===== config.mk =====
export PLATFORM = sky130hd
export DESIGN_NAME = state_seq_gen_flat
export DESIGN_NICKNAME = d
export VERILOG_FILES = /design/src/rtl/state_seq_gen_if.sv /design/src/rtl/state_seq_gen.sv /design/src/flat_wrapper.sv
export SDC_FILE = /design/constraint.sdc
export NUM_CORES = 1
export LEC_CHECK = 0
export CORE_MARGIN = 5
export CORE_UTILIZATION = 40
export CTS_CLUSTER_DIAMETER = 150
export DETAILED_ROUTE_END_ITERATION = 8
export HOLD_SLACK_MARGIN = 0.03
export PLACE_DENSITY = 0.76
export SETUP_SLACK_MARGIN = 0.1
export SYNTH_ARGS = -nofsm -noshare
export SYNTH_HDL_FRONTEND = slang
export SYNTH_SLANG_ARGS = --single-unit
export TNS_END_PERCENT = 10

===== constraint.sdc =====
create_clock -name clk -period 2.46 [get_ports clk]
set_input_delay 0.492 -clock clk [delete_from_list [all_inputs] [get_ports clk]]
set_output_delay 0.492 -clock clk [all_outputs]
set_load 0.005 [all_outputs]

===== src/rtl/state_seq_gen_if.sv =====
// Shared state bus between the sequence generator and the transition checker.
// The generator owns every signal on this bus.
interface state_seq_gen_if #(
  parameter int CW = 16
);
  logic [3:0]    state;
  logic          state_vld;
  logic          done;
  logic          err_injected;
  logic [CW-1:0] trans_cnt;

  modport master (
    output state,
    output state_vld,
    output done,
    output err_injected,
    output trans_cnt
  );

  modport slave (
    input state,
    input state_vld,
    input done,
    input err_injected,
    input trans_cnt
  );
endinterface


===== src/rtl/state_seq_gen.sv =====
// Walks the legal state graph one hop per step, with LFSR or directed
// branch choice, programmable dwell and one-shot illegal-hop injection.
module state_seq_gen #(
  parameter logic [7:0] SEED = 8'hA5,
  parameter int         DW   = 8,
  parameter int         CW   = 16
) (
  input  logic          clk,
  input  logic          rst_n,
  input  logic          en,
  input  logic          mode,
  input  logic [1:0]    sel,
  input  logic [DW-1:0] dwell,
  input  logic          restart,
  input  logic          inject_err,
  state_seq_gen_if.master ix
);

  typedef enum logic [3:0] {
    S0  = 4'd0,
    S1  = 4'd1,
    S2  = 4'd2,
    S3  = 4'd3,
    S4  = 4'd4,
    S5  = 4'd5,
    S6  = 4'd6,
    S7  = 4'd7,
    S8  = 4'd8,
    S9  = 4'd9,
    S10 = 4'd10
  } st_t;

  localparam logic [7:0] L_SEED =
    (SEED == 8'h00) ? 8'hA5 : SEED;

  st_t           state_q, state_d;
  st_t           succ, tgt;
  logic [DW-1:0] dwell_q, dwell_d;
  logic [CW-1:0] cnt_q, cnt_d;
  logic [7:0]    lfsr_q, lfsr_d;
  logic          vld_q, vld_d;
  logic          err_q, err_d;
  logic          done_q, done_d;
  logic [1:0]    c;
  logic          step;

  // x^8+x^6+x^5+x^4+1, right-shifting Galois form
  assign lfsr_d = {1'b0, lfsr_q[7:1]}
                ^ (lfsr_q[0] ? 8'hB8 : 8'h00);

  assign c    = mode ? sel : lfsr_q[1:0];
  assign step = en & ~done_q & ~restart
              & (dwell_q == '0);

  always_ff @(posedge clk or negedge rst_n) begin
    if (!rst_n) begin
      state_q <= S0;
      dwell_q <= '0;
      cnt_q   <= '0;
      lfsr_q  <= L_SEED;
      vld_q   <= 1'b0;
      err_q   <= 1'b0;
      done_q  <= 1'b0;
    end else begin
      state_q <= state_d;
      dwell_q <= dwell_d;
      cnt_q   <= cnt_d;
      lfsr_q  <= lfsr_d;
      vld_q   <= vld_d;
      err_q   <= err_d;
      done_q  <= done_d;
    end
  end

  always_comb begin
    succ = state_q;
    case (state_q)
      S0:      succ = S1;
      S1:      succ = c[0] ? S4 : S2;
      S2:      succ = S3;
      S3:      succ = c[0] ? S5 : S1;
      S4:      succ = S5;
      S5:      succ = c[0] ? S6 : S1;
      S6:      succ = S7;
      S7:      succ = S8;
      S8: begin
        case (c)
          2'd0:    succ = S2;
          2'd1:    succ = S4;
          2'd2:    succ = S9;
          default: succ = S10;
        endcase
      end
      S9:      succ = S8;
      default: succ = state_q;
    endcase
  end

  // Injected hops land on 6, or on 3 from 5 (where 6 is legal)
  always_comb begin
    tgt = succ;
    if (inject_err)
      tgt = (state_q == S5) ? S3 : S6;
  end

  always_comb begin
    state_d = state_q;
    cnt_d   = cnt_q;
    dwell_d = (dwell_q == '0) ? '0
            : dwell_q - DW'(1);
    unique case (1'b1)
      restart: begin
        state_d = S0;
        dwell_d = '0;
      end
      step: begin
        state_d = tgt;
        dwell_d = dwell;
        cnt_d   = (&cnt_q) ? cnt_q
                : cnt_q + CW'(1);
      end
      default: ;
    endcase
  end

  always_comb begin
    vld_d  = step;
    err_d  = step & inject_err;
    done_d = (state_d == S10);
  end

  assign ix.state        = state_q;
  assign ix.state_vld    = vld_q;
  assign ix.done         = done_q;
  assign ix.err_injected = err_q;
  assign ix.trans_cnt    = cnt_q;

endmodule

===== src/flat_wrapper.sv =====
// flat-port wrapper written by rule: the top's interface ports become plain ports
module state_seq_gen_flat 
#(
  parameter logic [7:0] SEED = 8'hA5,
  parameter int         DW   = 8,
  parameter int         CW   = 16
)
  (clk, rst_n, en, mode, sel, dwell, restart, inject_err, ix_state, ix_state_vld, ix_done, ix_err_injected, ix_trans_cnt);
  state_seq_gen_if #(.CW(CW)) ix_i ();
  input  logic clk;
  input  logic rst_n;
  input  logic en;
  input  logic mode;
  input  logic [1:0] sel;
  input  logic [DW-1:0] dwell;
  input  logic restart;
  input  logic inject_err;
  output wire logic [$bits(ix_i.state)-1:0] ix_state;
  output wire logic [$bits(ix_i.state_vld)-1:0] ix_state_vld;
  output wire logic [$bits(ix_i.done)-1:0] ix_done;
  output wire logic [$bits(ix_i.err_injected)-1:0] ix_err_injected;
  output wire logic [$bits(ix_i.trans_cnt)-1:0] ix_trans_cnt;
  assign ix_state = ix_i.state;
  assign ix_state_vld = ix_i.state_vld;
  assign ix_done = ix_i.done;
  assign ix_err_injected = ix_i.err_injected;
  assign ix_trans_cnt = ix_i.trans_cnt;
  state_seq_gen #(.SEED(SEED), .DW(DW), .CW(CW)) u_core (.clk(clk), .rst_n(rst_n), .en(en), .mode(mode), .sel(sel), .dwell(dwell), .restart(restart), .inject_err(inject_err), .ix(ix_i));
endmodule

==> insert_results.sql <==
INSERT INTO impl_metrics (metric_group, metric, value, unit) VALUES
('global_route', 'antenna_found_initial', '0', ''),
('placed_design', 'place.port_buffers', '38', ''),
('floorplanning', 'core.rowCount', '25', ''),
('min_path', 'hold_path.class', 'in2async', ''),
('finish', 'fillers', '432', ''),
('worst_setup_path', 'worst_ep_arrival_time', '2.43', 'ns'),
('timing', 'worst-slew-pin-transition', '0.851', 'ns'),
('flow_run', 'max_cap_viol_count', '0', ''),
('global_route', 'grt_use_total', '13.8', '%'),
('logic_synthesis', 'synth.net_count', '209', ''),
('logic_synthesis', 'ys.flop_type', 'dfrtp_1', ''),
('worst_setup_path', 'crit_fanout', '3', ''),
('clock_tree', 'cts-root-to-sink-buffers', '2', ''),
('worst_setup_path', 'crit-reg2reg-launch', 'u_core.lfsr_q[0]$_DFF_PN1_', ''),
('logic_synthesis', 'postSynthRegisterBits', '39', ''),
('power', 'cellLeakagePower', '0.00109', 'µW'),
('clock_tree', 'cts_buffers', '5', ''),
('clock_tree', 'cts_hold_repair.buffers', '0', ''),
('global_route', 'grt_pass1_vias', '1461', ''),
('logic_synthesis', 'synth_enable_flop_cells', '0', ''),
('clock_tree', 'cts.reportedPaths.clkPinSlew', '0.08', 'ns'),
('floorplanning', 'vert_die_dim', '79.9', 'µm'),
('finish', 'most-common-layout-cells', 'clkdlybuf4s50_1, dfrtp_1, nand2_1', ''),
('finish', 'final_core_utilization', '53.9', '%'),
('worst_setup_path', 'element_type_at_the_critical_path_start', 'primary input', ''),
('detailed_routing', 'first_pass_iters', '4', ''),
('timing', 'min_period_over_period', '92.1', '%'),
('logic_synthesis', 'avgSynthCellArea', '10.3', 'µm²'),
('floorplanning', 'core_area', '4720', 'µm²'),
('timing', 'slew_viol_final', '0', ''),
('detailed_routing', 'ant_nets', '0', ''),
('finish', 'final_cell_area', '2540', 'µm²'),
('global_route', 'globalRouteOverflowTotal', '0', ''),
('floorplanning', 'initial_core_util', '41.4', '%'),
('finish', 'antenna_cells_inserted', '0', ''),
('placed_design', 'detailed_place_hpwl', '2.85', 'mm'),
('detailed_routing', 'first_iter_violations', '56', ''),
('logic_synthesis', 'ys.warnings.count', '0', ''),
('logic_synthesis', 'count_of_distinct_cell_types_in_the_synthesized_netlist', '44', ''),
('timing', 'timing_hold_violations_final', '0', ''),
('worst_setup_path', 'critPathCaptureType', 'flop', ''),
('clock_tree', 'cts_tree', 'done', ''),
('clock_tree', 'worstSkewPairLatency', '0.28', 'ns'),
('finish', 'area_growth', '30.2', '%'),
('detailed_routing', 'routedWlPerCell', '13.2', 'µm'),
('power', 'powerDensity', '746', 'nW/µm²'),
('timing', 'final_setup_viols', '0', ''),
('logic_synthesis', 'seq_area_frac_synth', '50.2', '%'),
('logic_synthesis', 'syn-cell-area', '1950', 'µm²'),
('detailed_routing', 'remaining_drc_errors', '0', ''),
('detailed_routing', 'total_number_of_vias', '1479', ''),
('floorplanning', 'die_width', '79.9', 'µm'),
('timing', 'max_clock_freq', '441', 'MHz'),
('detailed_routing', 'avgViaCountPerCell', '4.91', ''),
('timing', 'skew', '0.00870', 'ns'),
('timing', 'unrepaired_setup_endpoints_after_global_routing', 'no', ''),
('worst_setup_path', 'worst-r2r-setup-slack', '0.45', 'ns'),
('clock_tree', 'cts.sinks', '39', ''),
('global_route', 'maximum_number_of_pins_on_one_net_before_global_route_repair', '40', ''),
('floorplanning', 'die_area', '6380', 'µm²'),
('floorplanning', 'boundaryPins', '39', ''),
('logic_synthesis', 'synth_async_sr_flop_share', '100', '%'),
('worst_setup_path', 'timing.rr.end', 'u_core.ix.done$_DFF_PN0_', ''),
('global_route', 'grt_first_pass_wirelength', '6.88', 'mm'),
('placed_design', 'detailed_place.area', '2430', 'µm²'),
('clock_tree', 'h_tree_level_count', '2', ''),
('finish', 'mostFrequentLayoutCell', 'clkdlybuf4s50_1', ''),
('placed_design', 'post-place-cells', '293', ''),
('logic_synthesis', 'count_of_mapped_cells_out_of_synthesis', '189', ''),
('timing', 'slew-limit-headroom', '43.2', '%'),
('worst_setup_path', 'required', '2.63', 'ns'),
('clock_tree', 'clock_tree.root_cell', 'clkbuf_8', ''),
('detailed_routing', 'postRouteWirelength', '3.97', 'mm'),
('finish', 'design.final.nets', '254', ''),
('worst_setup_path', 'ff2ff_path_depth', '8', ''),
('worst_setup_path', 'worstSetupPathType', 'in2reg', ''),
('finish', 'post_route_cells_drive_above_1_share', '12.4', '%'),
('finish', 'final-instance-count-excl-fill', '301', ''),
('placed_design', 'routability_congestion_estimate_from_global_placement', '0.807', ''),
('power', 'power.ir.vdd_worst', '0.000319', 'V'),
('run_status', 'status', 'finished clean', ''),
('timing', 'min_period', '2.27', 'ns');
-- metrics by stage --
step                      hold slack, ns  setup WS (ns)  setup TNS (ns)  total power (µW)
after floorplan                    0.196          0.510               0              1190
after global placement             0.336        -0.0430         -0.0430              1390
after detailed placement           0.343         -0.154          -0.197              1410
after CTS                          0.321          0.142               0              1920
after global routing               0.373          0.144               0              2040
final                              0.311          0.195               0              1900
-- power breakdown --
group / switching [µW] / leakage, µW / internal (µW)
clock: 208 / 0.0000513 / 297
combinational: 259 / 0.000525 / 286
sequential: 123 / 0.000518 / 726
-- synth_stat cells, types with 2 or more instances --
library cell	number	area, µm²
nand2b_1	2	12.5
xnor2_1	15	131
nor2_1	12	45.0
mux2_2	2	22.5
nor3b_1	2	15.0
clkbuf_1	6	22.5
xor2_1	6	52.6
dfrtp_1	35	876
ha_1	4	50.1
dfstp_2	4	105
and2_1	2	12.5
nand4_1	7	43.8
nand3_1	6	30.0
inv_1	8	30.0
mux2i_1	4	40.0
nand2_1	27	101
and3_1	2	12.5
o21ai_0	13	65.1
a21oi_1	6	30.0
nor3_1	2	10.0
-- state kept, by name, summed over array words and instances (netlist names) --
register,flops
u_core.lfsr_q,8
u_core.ix.trans_cnt,16
u_core.ix.done,1
u_core.dwell_q,8
u_core.ix.state,4
u_core.ix.err_injected,1
u_core.ix.state_vld,1
-- layer usage --
metal	track usage, %	share of wire (%)	wire (µm)
met1	17.6	48	1910
met2	22.1	47	1870
met3	4.40	3.6	143
met4	4.56	1.3	51
met5	0	0	0
-- final cells by class --
class	count	area [µm²]	share of cell area (%)
inverter	8	30.0	1.18
clock buffer	6	72.6	2.85
clock inverter	1	30.0	1.18
multi-input combinational	135	918	36.1
sequential	39	981	38.6
tap	67	83.8	3.30
timing repair buffer	45	428	16.8
-- kinds of logic (layout without fill, tap and decap cells) --
group / count (synthesis) / in the layout / synth area share, %
and+or+nand+nor: 74 / 74 / 22.1
adders and majority gates: 4 / 4 / 2.56
muxes: 6 / 6 / 3.20
xor gates and xnor gates: 21 / 21 / 9.42
AOI/OAI and AO/OA: 30 / 30 / 9.55
buffers and inverters: 15 / 60 / 2.95
DFF: 39 / 39 / 50.2
-- worst max-delay path by stage --
stage               cells after the start  startpoint                        to  slack, ns
floorplan                               8        mode  u_core.ix.done$_DFF_PN0_       0.51
global placement                        9        mode  u_core.ix.done$_DFF_PN0_      -0.04
detailed placement                      9        mode  u_core.ix.done$_DFF_PN0_      -0.15
CTS                                     9        mode  u_core.ix.done$_DFF_PN0_       0.14
global route                            9        mode  u_core.ix.done$_DFF_PN0_       0.14
finish                                  9        mode  u_core.ix.done$_DFF_PN0_       0.19
-- critical path: stages --
cell	delay, ns
clkdlybuf4s50_1	0.53
mux2i_2	0.28
buf_4	0.15
ha_1	0.21
nor3b_1	0.13
o21ai_0	0.15
a31oi_1	0.09
a31o_2	0.23
and4b_1	0.17
-- what timing repair did --
item                       in CTS  in global routing
buffers inserted                0                  1
setup endpoints to repair       0                  1
gates resized for setup         0                  2
(Power assumes the default switching activity.)
